===== src/rtl/lifo_pkg.sv =====
// Shared constants and operation decode for the LIFO stack.
// Macro LIFO_ERR_FLAGS_EN enables sticky overflow/underflow flags.
package lifo_pkg;

  localparam int DEF_WIDTH = 8;
  localparam int DEF_DEPTH = 4;

  typedef enum logic [1:0] {
    OP_IDLE,
    OP_PUSH,
    OP_POP,
    OP_SWAP
  } op_e;

  // Illegal requests collapse to IDLE; push+pop on empty is a plain push.
  function automatic op_e decode_op(
    input logic push,
    input logic pop,
    input logic full,
    input logic empty
  );
    op_e op;
    op = OP_IDLE;
    unique case ({push, pop})
      2'b10:   op = full  ? OP_IDLE : OP_PUSH;
      2'b01:   op = empty ? OP_IDLE : OP_POP;
      2'b11:   op = empty ? OP_PUSH : OP_SWAP;
      default: op = OP_IDLE;
    endcase
    return op;
  endfunction

endpackage


===== src/rtl/lifo_stack_if.sv =====
// Push/pop handshake bundle between a producer (master) and the stack (slave).
// Signals: push, pop, data_in, data_out, out_valid, full, empty, count,
// plus overflow/underflow when LIFO_ERR_FLAGS_EN is defined.
interface lifo_stack_if #(
  parameter int WIDTH = 8,
  parameter int DEPTH = 4
);
  localparam int CNT_W = $clog2(DEPTH + 1);

  logic             push;
  logic             pop;
  logic [WIDTH-1:0] data_in;
  logic [WIDTH-1:0] data_out;
  logic             out_valid;
  logic             full;
  logic             empty;
  logic [CNT_W-1:0] count;
`ifdef LIFO_ERR_FLAGS_EN
  logic             overflow;
  logic             underflow;
`endif

  modport master (
    output push, pop, data_in,
`ifdef LIFO_ERR_FLAGS_EN
    input  overflow, underflow,
`endif
    input  data_out, out_valid, full, empty, count
  );

  modport slave (
    input  push, pop, data_in,
`ifdef LIFO_ERR_FLAGS_EN
    output overflow, underflow,
`endif
    output data_out, out_valid, full, empty, count
  );

endinterface


===== src/rtl/lifo_ptr_ctrl.sv =====
// Stack pointer counter, full/empty/count and op decode.
// Ports: clk, reset, push, pop in; op, wr_idx, rd_idx, count, full, empty
// out (+ overflow/underflow with LIFO_ERR_FLAGS_EN).
module lifo_ptr_ctrl
  import lifo_pkg::*;
#(
  parameter int DEPTH = DEF_DEPTH,
  localparam int CNT_W = $clog2(DEPTH + 1),
  localparam int IDX_W = $clog2(DEPTH)
) (
  input  logic             clk,
  input  logic             reset,
  input  logic             push,
  input  logic             pop,
  output op_e              op,
  output logic [IDX_W-1:0] wr_idx,
  output logic [IDX_W-1:0] rd_idx,
  output logic [CNT_W-1:0] count,
`ifdef LIFO_ERR_FLAGS_EN
  output logic             overflow,
  output logic             underflow,
`endif
  output logic             full,
  output logic             empty
);

  logic [CNT_W-1:0] sp_q, sp_d;

  assign full  = (sp_q == CNT_W'(DEPTH));
  assign empty = (sp_q == '0);
  assign count = sp_q;
  assign op    = decode_op(push, pop, full, empty);

  // Swap overwrites the current top; push writes one above it.
  assign rd_idx = IDX_W'(sp_q - CNT_W'(1));
  assign wr_idx = (op == OP_PUSH) ? IDX_W'(sp_q) : rd_idx;

  always_comb begin
    sp_d = sp_q;
    unique case (op)
      OP_PUSH: sp_d = sp_q + CNT_W'(1);
      OP_POP:  sp_d = sp_q - CNT_W'(1);
      default: sp_d = sp_q;
    endcase
  end

  always_ff @(posedge clk or posedge reset) begin
    if (reset) sp_q <= '0;
    else       sp_q <= sp_d;
  end

`ifdef LIFO_ERR_FLAGS_EN
  logic ovf_q, ovf_d;
  logic unf_q, unf_d;

  always_comb begin
    ovf_d = ovf_q | (push & ~pop & full);
    unf_d = unf_q | (pop & empty);
  end

  always_ff @(posedge clk or posedge reset) begin
    if (reset) begin
      ovf_q <= 1'b0;
      unf_q <= 1'b0;
    end else begin
      ovf_q <= ovf_d;
      unf_q <= unf_d;
    end
  end

  assign overflow  = ovf_q;
  assign underflow = unf_q;
`endif

endmodule


===== src/rtl/lifo_stack.sv =====
// Register-based LIFO with registered pop data and a one-cycle out_valid.
// Ports: clk, reset (async, active high), bus (lifo_stack_if.slave).
// Optional sticky error flags via LIFO_ERR_FLAGS_EN.
module lifo_stack
  import lifo_pkg::*;
#(
  parameter int WIDTH = DEF_WIDTH,
  parameter int DEPTH = DEF_DEPTH,
  localparam int IDX_W = $clog2(DEPTH)
) (
  input logic         clk,
  input logic         reset,
  lifo_stack_if.slave bus
);

  op_e              op;
  logic [IDX_W-1:0] wr_idx;
  logic [IDX_W-1:0] rd_idx;

  logic [WIDTH-1:0] mem_q [DEPTH];
  logic [WIDTH-1:0] data_out_q, data_out_d;
  logic             out_valid_q, out_valid_d;

  lifo_ptr_ctrl #(
    .DEPTH (DEPTH)
  ) u_ptr (
    .clk       (clk),
    .reset     (reset),
    .push      (bus.push),
    .pop       (bus.pop),
    .op        (op),
    .wr_idx    (wr_idx),
    .rd_idx    (rd_idx),
    .count     (bus.count),
`ifdef LIFO_ERR_FLAGS_EN
    .overflow  (bus.overflow),
    .underflow (bus.underflow),
`endif
    .full      (bus.full),
    .empty     (bus.empty)
  );

  // Storage is never reset; sp alone defines which entries are live.
  always_ff @(posedge clk) begin
    if (op == OP_PUSH || op == OP_SWAP)
      mem_q[wr_idx] <= bus.data_in;
  end

  always_comb begin
    data_out_d  = data_out_q;
    out_valid_d = 1'b0;
    if (op == OP_POP || op == OP_SWAP) begin
      data_out_d  = mem_q[rd_idx];
      out_valid_d = 1'b1;
    end
  end

  always_ff @(posedge clk or posedge reset) begin
    if (reset) begin
      data_out_q  <= '0;
      out_valid_q <= 1'b0;
    end else begin
      data_out_q  <= data_out_d;
      out_valid_q <= out_valid_d;
    end
  end

  assign bus.data_out  = data_out_q;
  assign bus.out_valid = out_valid_q;

endmodule

===== src/flat_wrapper.sv =====
// flat-port wrapper written by rule: the top's interface ports become plain ports
module lifo_stack_flat import lifo_pkg::*;
#(
  parameter int WIDTH = DEF_WIDTH,
  parameter int DEPTH = DEF_DEPTH,
  localparam int IDX_W = $clog2(DEPTH)
)
  (clk, reset, bus_push, bus_pop, bus_data_in, bus_data_out, bus_out_valid, bus_full, bus_empty, bus_count);
  lifo_stack_if #(.WIDTH(WIDTH), .DEPTH(DEPTH)) bus_i ();
  input logic clk;
  input logic reset;
  input wire logic [$bits(bus_i.push)-1:0] bus_push;
  input wire logic [$bits(bus_i.pop)-1:0] bus_pop;
  input wire logic [$bits(bus_i.data_in)-1:0] bus_data_in;
  output wire logic [$bits(bus_i.data_out)-1:0] bus_data_out;
  output wire logic [$bits(bus_i.out_valid)-1:0] bus_out_valid;
  output wire logic [$bits(bus_i.full)-1:0] bus_full;
  output wire logic [$bits(bus_i.empty)-1:0] bus_empty;
  output wire logic [$bits(bus_i.count)-1:0] bus_count;
  assign bus_i.push = bus_push;
  assign bus_i.pop = bus_pop;
  assign bus_i.data_in = bus_data_in;
  assign bus_data_out = bus_i.data_out;
  assign bus_out_valid = bus_i.out_valid;
  assign bus_full = bus_i.full;
  assign bus_empty = bus_i.empty;
  assign bus_count = bus_i.count;
  lifo_stack #(.WIDTH(WIDTH), .DEPTH(DEPTH)) u_core (.clk(clk), .reset(reset), .bus(bus_i));
endmodule

===== config.mk =====
export PLATFORM = sky130hd
export DESIGN_NAME = lifo_stack_flat
export DESIGN_NICKNAME = d
export VERILOG_FILES = /design/src/rtl/lifo_pkg.sv /design/src/rtl/lifo_stack_if.sv /design/src/rtl/lifo_ptr_ctrl.sv /design/src/rtl/lifo_stack.sv /design/src/flat_wrapper.sv
export SDC_FILE = /design/constraint.sdc
export NUM_CORES = 1
export LEC_CHECK = 0
export ABC_AREA = 0
export CAP_MARGIN = 20
export CORE_MARGIN = 2
export CORE_UTILIZATION = 53
export CTS_BUF_LIST = sky130_fd_sc_hd__clkbuf_4 sky130_fd_sc_hd__clkbuf_8 sky130_fd_sc_hd__clkbuf_16
export DETAILED_ROUTE_END_ITERATION = 8
export GPL_ROUTABILITY_DRIVEN = 1
export PLACE_DENSITY = 0.78
export SYNTH_ARGS = -nofsm -noshare
export SYNTH_HDL_FRONTEND = slang
export SYNTH_SLANG_ARGS = --single-unit
export TNS_END_PERCENT = 100

===== constraint.sdc =====
create_clock -name clk -period 3.9 [get_ports clk]
set_input_delay 0.585 -clock clk [delete_from_list [all_inputs] [get_ports clk]]
set_output_delay 0.585 -clock clk [all_outputs]
set_load 0.05 [all_outputs]

==> impl_metrics.tcl, run 1 <==
set metrics [dict create \
    critPathMostFrequentCell "inv_1" \
    avgViaCountPerCell 5.24 \
    ys_warn_count 0 \
    min_from "u_core.bus.data_out[0]" \
    setup_tns_ns 0 \
    wl_mm 2.78 \
    cts_buffer_depth 2 \
    synth_cell_types 28 \
    crit_fanout 17 \
    dp.cells 172 \
    root_buffer "clkbuf_4" \
    tightest_slew_ns 0.704 \
    yosysSeqAreaShare_pct 68.6 \
    synth_ff_type "edfxtp_1" \
    grt_max_degree 18 \
    drive_above_1_share_pct 17.2 \
    synth_seq_cells 44 \
    r2r_end "u_core.mem_q[3][7]" \
    grt.busiest_layer "met2" \
    clock_latency_ns 0.33 \
    setup_viol 0 \
    cts_buffers 5 \
    drc 0 \
    wl_per_cell_um 15.4 \
    p_clk_share_pct 11.0 \
    overflow 0 \
    crit_chain "inv_1, ha_1, nand2_1, inv_1, clkdlybuf4s50_1" \
    synth_edf_count 32 \
    cp_slowest_stage_delay_ns 0.81 \
    fin_util_pct 65.9 \
    path_class "reg -> out" \
    fin_nets 151 \
    portBuffers 25 \
    p_total_mw 1.87 \
    grt_pass1_wl_mm 4.71 \
    worstReg2RegStart "u_core.u_ptr.count[0]" \
    period_minus_slack_ns 3.08 \
    cp-end-kind "primary output" \
    power_frac_seq_pct 40.2 \
    postSynthCellCount 101 \
    fin_skew_ns 0.00623 \
    post-route-period-util_pct 79.0 \
    timing.reg2reg.setup_slack_ns 0.87 \
    grt_use_total_pct 16.1 \
    hold_class "reg -> reg" \
    rsz0062_at_grt "no" \
    grt_util_met1_pct 19.7 \
    max-cap-violations 0 \
    io_pins 26 \
    syn_nets 119 \
    internal-power_mw 1.14 \
    start_kind "flop" \
    finalHoldViolCount 0 \
    ir_drop_mv 0.347 \
    netSwitchingFraction_pct 39.1 \
    postCtsHoldBufs 0 \
    grt_pass1_vias 972 \
    critical_path_arrival_ns 2.49 \
    path_clk_slew_ns 0.12 \
    async_flop_share_pct 27.3 \
    status "finished clean" \
    use_met3_pct 5.05 \
    die-area_um2 3960 \
    p_sw_uw 731 \
    n_antenna_cell 0 \
    cp.buffers_inverters 3 \
    p_leak_nw 0.839 \
    antenna_left 0 \
    post_cts_buffers 0 \
    min_to "u_core.bus.data_out[0]" \
    h-tree-depth 2 \
    first_pass_iters 4 \
    place.gp.congestion 0.822 \
    cp.required_ns 3.31 \
    synthToLayoutAreaGrowth_pct 19.5 \
    final_cells 180 \
    initial_core_util_pct 55.1 \
    power_density_nw_per_um2 850 \
    cts_sinks 44 \
    cts_resized 0 \
    die_w_um 62.9 \
    fmax_ghz 0.325 \
    path_delay_family "buffers and inverters" \
    min_path_cells 1 \
    drtIter0Drc 44 \
    rr_worst_depth 10 \
    antenna_found_initial 0 \
    combPwrFrac_pct 48.9 \
    max_slew_margin_pct 53.1 \
    finalMaxSlewViolations 0 \
    num_vias 944 \
    synth_area_per_cell_um2 18.2 \
    cts_tree "built" \
    cp_slowest_cell "dfrtp_1" \
    holdWs_ns 0.523 \
    met2_usage_pct 26.5 \
    die_h_um 62.9 \
    row_count 21 \
    syn-cell-area_um2 1840 \
    core_um2 3340 \
]
## metal layers
layer  part of all wire [%]  vias up
met2                     51       24
met5                      0        -
met1                     44      470
met3                    4.6        2
li1                       -      448
met4                   0.61        0
## Yosys cell counts, types with 2 or more instances
cell       n  share of area, %
a31oi_1    3               1.0
dfrtp_1   12                16
edfxtp_1  32                52
ha_1       6               4.1
inv_1      7               1.4
mux2_2     5               3.1
mux2_4     3               2.4
mux4_1     5               7.1
mux4_2     3               3.7
nand2_1    3              0.61
nor2_1     4              0.82
xnor2_1    2              0.95
## metrics by stage
step                      setup slack [ns]  area [um2]
after floorplan                      0.843        1840
final                                0.820        2200
after global routing                 0.608        2200
after detailed placement             0.889        2140
after global placement                1.06        2140
after CTS                            0.782        2200
## layout make-up
| class | count | area [um2] |
|---|---|---|
| Sequential cell | 44 | 1260 |
| Clock buffer | 6 | 45.0 |
| Tap cell | 46 | 57.6 |
| Timing Repair Buffer | 29 | 280 |
| Multi-Input combinational cell | 46 | 517 |
| Inverter | 7 | 26.3 |
| Clock inverter | 2 | 11.3 |
| Fill cell | 254 | 1140 |
## sequential cells by signal, indices dropped and copies added (netlist names)
signal and flops:
u_core.mem_q 32, u_core.bus.data_out 8, u_core.u_ptr.count 3, u_core.bus.out_valid 1
## cells in the final DEF, fill, tap and decap left out
| master | instances |
|---|---|
| a21oi_1 | 1 |
| a31oi_1 | 3 |
| and3b_1 | 1 |
| buf_4 | 4 |
| clkbuf_4 | 6 |
| clkdlybuf4s50_1 | 25 |
| clkinv_1 | 1 |
| clkinvlp_4 | 1 |
| dfrtp_1 | 12 |
| edfxtp_1 | 32 |
| ha_1 | 6 |
| inv_1 | 7 |
| mux2_2 | 5 |
| mux2_4 | 3 |
| mux2i_1 | 1 |
| mux4_1 | 5 |
| mux4_2 | 3 |
| nand2_1 | 3 |
| nand2b_1 | 1 |
| nand3_1 | 1 |
| nor2_1 | 4 |
| nor3_1 | 1 |
| nor3b_1 | 1 |
| o21ai_0 | 1 |
| o21ai_1 | 1 |
| or2_2 | 1 |
| or3_1 | 1 |
| xnor2_1 | 2 |
| xor2_1 | 1 |
## worst reg2reg max path, stage by stage, from the launching register on
cell and delay (ns):
dfrtp_1 0.65, inv_1 0.26, ha_1 0.21, nand2_1 0.08, o21ai_1 0.34, inv_1 0.12
ha_1 0.29, nor3_1 0.16, a31oi_1 0.06, nor2_1 0.34, buf_4 0.23
## logic make-up after synthesis
kind of cell / Yosys count / synth area share, %
flops: 44 / 68.6
mux: 17 / 16.9
simple gates: 14 / 3.88
buf+inv: 11 / 3.33
compound gates: 6 / 1.84
fa+ha+maj: 6 / 4.08
xor+xnor: 3 / 1.43
## power by group through the flow
stage | combinational, mW | clock, mW | sequential, mW
2_1_floorplan | 0.488 | 0 | 0.938
3_3_place_gp | 0.910 | 0 | 0.757
3_5_place_dp | 0.922 | 0 | 0.765
4_1_cts | 0.924 | 0.212 | 0.755
5_1_grt | 0.972 | 0.236 | 0.771
6_report | 0.913 | 0.205 | 0.751
## worst max-delay path by stage
stage,end,cells after the start,slack [ns],from
finish,bus_full,5,0.82,u_core.u_ptr.count[0]
CTS,bus_full,5,0.78,u_core.u_ptr.count[0]
detailed placement,u_core.mem_q[3][2],10,0.89,u_core.u_ptr.count[0]
global placement,u_core.mem_q[3][7],10,1.06,u_core.u_ptr.count[0]
global route,u_core.mem_q[3][3],10,0.61,u_core.u_ptr.count[0]
floorplan,u_core.mem_q[2][0],10,0.84,u_core.u_ptr.count[0]
(Power assumes the default switching activity.)
==> run 2, diff against run 1 <==
- CORE_UTILIZATION: 53 -> 48
- PLACE_DENSITY: 0.78 -> 0.74
- clock period: 3.9 -> 2.6 ns (I/O delays scaled with it)
==> run 2 against run 1 <==
Die area increased by 9.7%. Final area increased by 5.7%. Global-route usage shrank 0.75 points. Critical path type is now reg -> reg. Via count rose by 0.53%. Utilization decreased by 2.4 points. Sequential power increased by 42%. Setup slack lost 0.58 ns. Clock skew is 0.0034 ns higher. Clock-buffer cell count shrank 1.
==> impl_metrics.tcl, run 2 (synthesis gave the netlist of run 1 again) <==
set metrics [dict create \
    status "finished clean" \
    place.gp.congestion 0.794 \
    drtIter0Drc 36 \
    grt_pass1_vias 915 \
    crit_fanout 8 \
    fmax_ghz 0.424 \
    hold_class "in -> async" \
    fin_skew_ns 0.00965 \
    postCtsHoldBufs 0 \
    cts_sinks 44 \
    portBuffers 25 \
    crit_chain "inv_1, ha_2, nand2_2, o21ai_4, inv_2, ha_4, or3_4, a21oi_4" \
    antenna_left 0 \
    die_h_um 65.9 \
    drc 0 \
    ir_drop_mv 0.511 \
    root_buffer "clkbuf_8" \
    post_cts_buffers 0 \
    final_cell_mix "edfxtp_1 (32), clkdlybuf4s50_1 (25), dfrtp_1 (11)" \
    fin_nets 152 \
    h-tree-depth 2 \
    cts_tree "built" \
    synthToLayoutAreaGrowth_pct 26.3 \
    wl_per_cell_um 16.2 \
    die_w_um 65.9 \
    largest_reg_flops 32 \
    cp_slowest_stage_delay_ns 0.39 \
    cp_slowest_cell "dfrtp_1" \
    combPwrFrac_pct 48.8 \
    cts_buffers 5 \
    row_count 22 \
    drive_above_1_share_pct 27.4 \
    setup_tns_ns 0 \
    grt_pass1_wl_mm 4.59 \
    dp.cells 175 \
    die-area_um2 4340 \
    post-route-period-util_pct 90.8 \
    netSwitchingFraction_pct 37.8 \
    hpwlAfterDp_mm 2.00 \
    timing.reg2reg.setup_slack_ns 0.24 \
    initial_core_util_pct 50.2 \
    layout_commonest_cell "edfxtp_1" \
    grt_use_total_pct 15.4 \
    p_clk_share_pct 16.7 \
    start_kind "flop" \
    grt_max_degree 17 \
    p_leak_nw 0.868 \
    avgViaCountPerCell 5.19 \
    setup_viol 0 \
    period_minus_slack_ns 2.36 \
    finalMaxSlewViolations 0 \
    internal-power_mw 1.94 \
    n_antenna_cell 0 \
    power_frac_seq_pct 34.5 \
    cp-end-kind "flop" \
    cp.required_ns 2.57 \
    cts_buffer_depth 2 \
    final_cells 183 \
    clock_latency_ns 0.29 \
    regMostFlops "u_core.mem_q" \
    p_sw_mw 1.18 \
    wl_mm 2.96 \
    finalHoldViolCount 0 \
    first_pass_iters 4 \
    path_clk_slew_ns 0.09 \
    max-cap-violations 0 \
    num_vias 949 \
    power_density_nw_per_um2 1340 \
    tightest_slew_ns 0.502 \
    path_class "reg -> reg" \
    fill_cells 267 \
    core_um2 3660 \
    cts_resized 0 \
    io_pins 26 \
    antenna_found_initial 0 \
    max_slew_margin_pct 66.4 \
    rsz0062_at_grt "no" \
    overflow 0 \
    critical_path_arrival_ns 2.33 \
]
-- run 2: cell count changes in the layout (fill, tap and decap cells not counted), moves of 2 or more --
cell	delta
clkbuf_4	-6
inv_1	-2
ha_1	-2
nor2_2	+3
clkbuf_8	+5
nor2_1	-3
-- run 2: stage by stage --
step / util, % / cell area [um2] / total power, mW / setup slack, ns / hold WS [ns]
floorplan: - / 1900 / 2.21 / 0.00938 / 0.255
global placement: 60.3 / 2210 / 2.58 / 0.202 / 0.490
detailed placement: 60.3 / 2210 / 2.62 / 0.154 / 0.497
CTS: 63.5 / 2320 / 3.15 / 0.227 / 0.425
global route: 63.5 / 2320 / 3.28 / 0.123 / 0.452
finish: 63.5 / 2320 / 3.11 / 0.240 / 0.405
-- run 2: path summary, 6_finish.rpt --
check	startpoint	to	cells past startpoint
min in group clk	u_core.bus.data_out[1]	u_core.bus.data_out[1]	1
hold reg to reg	u_core.bus.data_out[1]	u_core.bus.data_out[1]	1
setup / recovery	u_core.u_ptr.count[1]	u_core.mem_q[2][6]	8
setup reg to reg	u_core.u_ptr.count[1]	u_core.mem_q[2][6]	8
hold / removal	reset	u_core.bus.data_out[5]	2
max in group asynchronous	reset	u_core.u_ptr.count[0]	2
-- run 2: worst max-delay path, delay by kind of cell, from the launching register on --
kind,cells,cell delay (ns)
AO/OA/AOI/OAI,2,0.61
AND/OR/NAND/NOR,2,0.41
adder cells (fa/ha/maj),2,0.40
flip-flops,1,0.39
buffers and inverters,2,0.22
-- run 2: power groups by stage --
| stage | sequential, mW | clock, mW | combinational [mW] |
|---|---|---|---|
| floorplan | 1.41 | 0 | 0.797 |
| global placement | 1.08 | 0 | 1.51 |
| detailed placement | 1.09 | 0 | 1.53 |
| CTS | 1.08 | 0.535 | 1.54 |
| global route | 1.10 | 0.567 | 1.62 |
| finish | 1.07 | 0.520 | 1.52 |
-- run 2: layer usage --
metal | GRT usage (%) | share of wire, % | vias up
met5 | 0 | 0 | -
met3 | 5.11 | 4.5 | 2
met2 | 25.9 | 53 | 27
li1 | - | - | 450
met1 | 18.8 | 42 | 470
met4 | 4.69 | 0.41 | 0
-- run 2: final cells by class --
type	instances	area (um2)	share of cell area, %
tap	48	60.1	2.58
inverter	7	28.8	1.24
clock buffer	5	68.8	2.96
clock inverter	3	46.3	1.99
sequential	44	1260	54.3
timing repair buffer	30	288	12.4
multi-input combinational	46	569	24.5
==> run 3, diff against run 2 <==
- CORE_MARGIN: 2 -> unset
- CORE_UTILIZATION: 48 -> 45
- PLACE_DENSITY: 0.74 -> 0.68
- clock period: 2.6 -> 2.7 ns (I/O delays scaled with it)
==> run 3 against run 2 <==
Largest cell class unchanged. Largest power group unchanged. First-iteration DRC count down 19%. Clock skew down 0.0017 ns. Setup slack worse by 0.031 ns. Critical path type unchanged. Highest routed layer unchanged. Register-to-register slack worse by 0.03 ns.
==> impl_metrics.tcl, run 3 (synthesis gave the netlist of run 1 again) <==
set metrics [dict create \
    status "finished clean" \
    initial_core_util_pct 48.4 \
    fmax_ghz 0.401 \
    die_w_um 65.9 \
    drc 0 \
    setup_viol 0 \
    critPathMostFrequentCell "inv_1" \
    clock_latency_ns 0.30 \
    cp_slowest_stage_delay_ns 0.44 \
    fill_cells 287 \
    io_pins 26 \
    cts_tree "built" \
    period_minus_slack_ns 2.49 \
    p_leak_nw 0.864 \
    worstReg2RegStart "u_core.u_ptr.count[1]" \
    max-cap-violations 0 \
    grt_pass1_vias 930 \
    final_cell_mix "edfxtp_1 (32), clkdlybuf4s50_1 (25), dfrtp_1 (11), inv_1 (6)" \
    multi_input_area_um2 554 \
    register_area_um2 1260 \
    core_um2 3800 \
    antenna_left 0 \
    drtIter0Drc 29 \
    final_cells 182 \
    drive_above_1_share_pct 24.6 \
    grt_pass1_wl_mm 4.67 \
    h-tree-depth 2 \
    critical_path_arrival_ns 2.46 \
    cts_sinks 44 \
    power_density_nw_per_um2 1290 \
    layout_commonest_cell "edfxtp_1" \
    placedInstanceArea_um2 2180 \
    fin_skew_ns 0.00793 \
    row_count 22 \
    ir_drop_mv 0.593 \
    n_antenna_cell 0 \
    fin_nets 151 \
    cts_resized 0 \
    avgViaCountPerCell 5.32 \
    finalHoldViolCount 0 \
    post_cts_buffers 0 \
    fin_area_um2 2300 \
    crit_chain "inv_1, ha_1, nand2_1, o21ai_4, inv_1, ha_2, or3_4, a21oi_4" \
    wl_per_cell_um 16.5 \
    overflow 0 \
    cts_buffer_depth 2 \
    p_total_mw 2.96 \
    portBuffers 25 \
    rsz0062_at_grt "no" \
    post-route-period-util_pct 92.3 \
    path_class "reg -> reg" \
    cts_buffers 5 \
    die_h_um 65.9 \
    dp.cells 174 \
    crit_start "u_core.u_ptr.count[1]" \
    cp.required_ns 2.67 \
    max_slew_margin_pct 65.6 \
    finalMaxSlewViolations 0 \
    first_pass_iters 4 \
    grt_max_degree 17 \
    setup_tns_ns 0 \
    root_buffer "clkbuf_8" \
    path_clk_slew_ns 0.09 \
    regMostFlops "u_core.mem_q" \
    cp_slowest_cell "dfrtp_1" \
    postCtsHoldBufs 0 \
    cp-end-kind "flop" \
    grt_use_total_pct 15.7 \
    antenna_found_initial 0 \
    largest_reg_flops 32 \
    tightest_slew_ns 0.514 \
    crit_fanout 8 \
    die-area_um2 4350 \
    hpwlAfterDp_mm 2.01 \
    start_kind "flop" \
    rr_worst_depth 8 \
    place.gp.congestion 0.770 \
    wl_mm 3.00 \
    synthToLayoutAreaGrowth_pct 25.0 \
    hold_class "in -> async" \
    num_vias 968 \
]
==> run 3: cell types whose count changed in the layout (fill, tap and decap cells not counted) <==
cell / before / now
buf_4: 5 / 4
nand2_2: 1 / 0
inv_1: 5 / 6
inv_4: 1 / 0
ha_1: 4 / 5
ha_4: 1 / 0
nand2_1: 2 / 3
==> run 3: area by class of cell <==
type,count,area share (%)
multi-input cells,46,24.1
clock buffers,5,2.99
inverters,7,1.14
clock inverters,3,2.01
flip-flops and latches,44,54.9
repair buffers,29,12.2
well taps,48,2.61
==> run 3: through the flow <==
step | util [%] | setup WS [ns] | hold WS, ns
after CTS | 60.5 | 0.209 | 0.447
after detailed placement | 57.5 | 0.210 | 0.501
after global placement | 57.5 | 0.238 | 0.491
after global routing | 60.5 | 0.0698 | 0.469
after floorplan | - | 0.0480 | 0.270
final | 60.5 | 0.209 | 0.424
==> run 3: metal layers <==
metal	global-route usage (%)	share of wire, %	vias up
met5	0	0	-
met4	7.98	1.2	0
met3	4.66	4.1	4
met2	24.4	51	24
met1	19.9	44	492
li1	-	-	448
==> run 3: worst max-delay path, delay by kind of cell (launching register included) <==
family                   cells  cell delay [ns]
flip-flops                   1             0.44
adder cells (fa/ha/maj)      2             0.41
AO/OA/AOI/OAI                2             0.60
AND/OR/NAND/NOR              2             0.45
buffers and inverters        2             0.25
==> run 3: final timing paths <==
path                                           to  slack, ns
setup / recovery               u_core.mem_q[2][0]       0.21
max in group asynchronous   u_core.u_ptr.count[0]       1.92
min in group clk            u_core.u_ptr.count[2]       0.51
hold / removal             u_core.bus.data_out[5]       0.42
setup reg to reg               u_core.mem_q[2][0]       0.21
hold reg to reg             u_core.u_ptr.count[2]       0.51
==> run 3: power breakdown <==
part	total, mW	leakage [nW]	internal (mW)	switching, mW
logic	1.41	0.375	0.600	0.813
clock network	0.510	0.0548	0.279	0.231
registers	1.04	0.434	0.959	0.0779
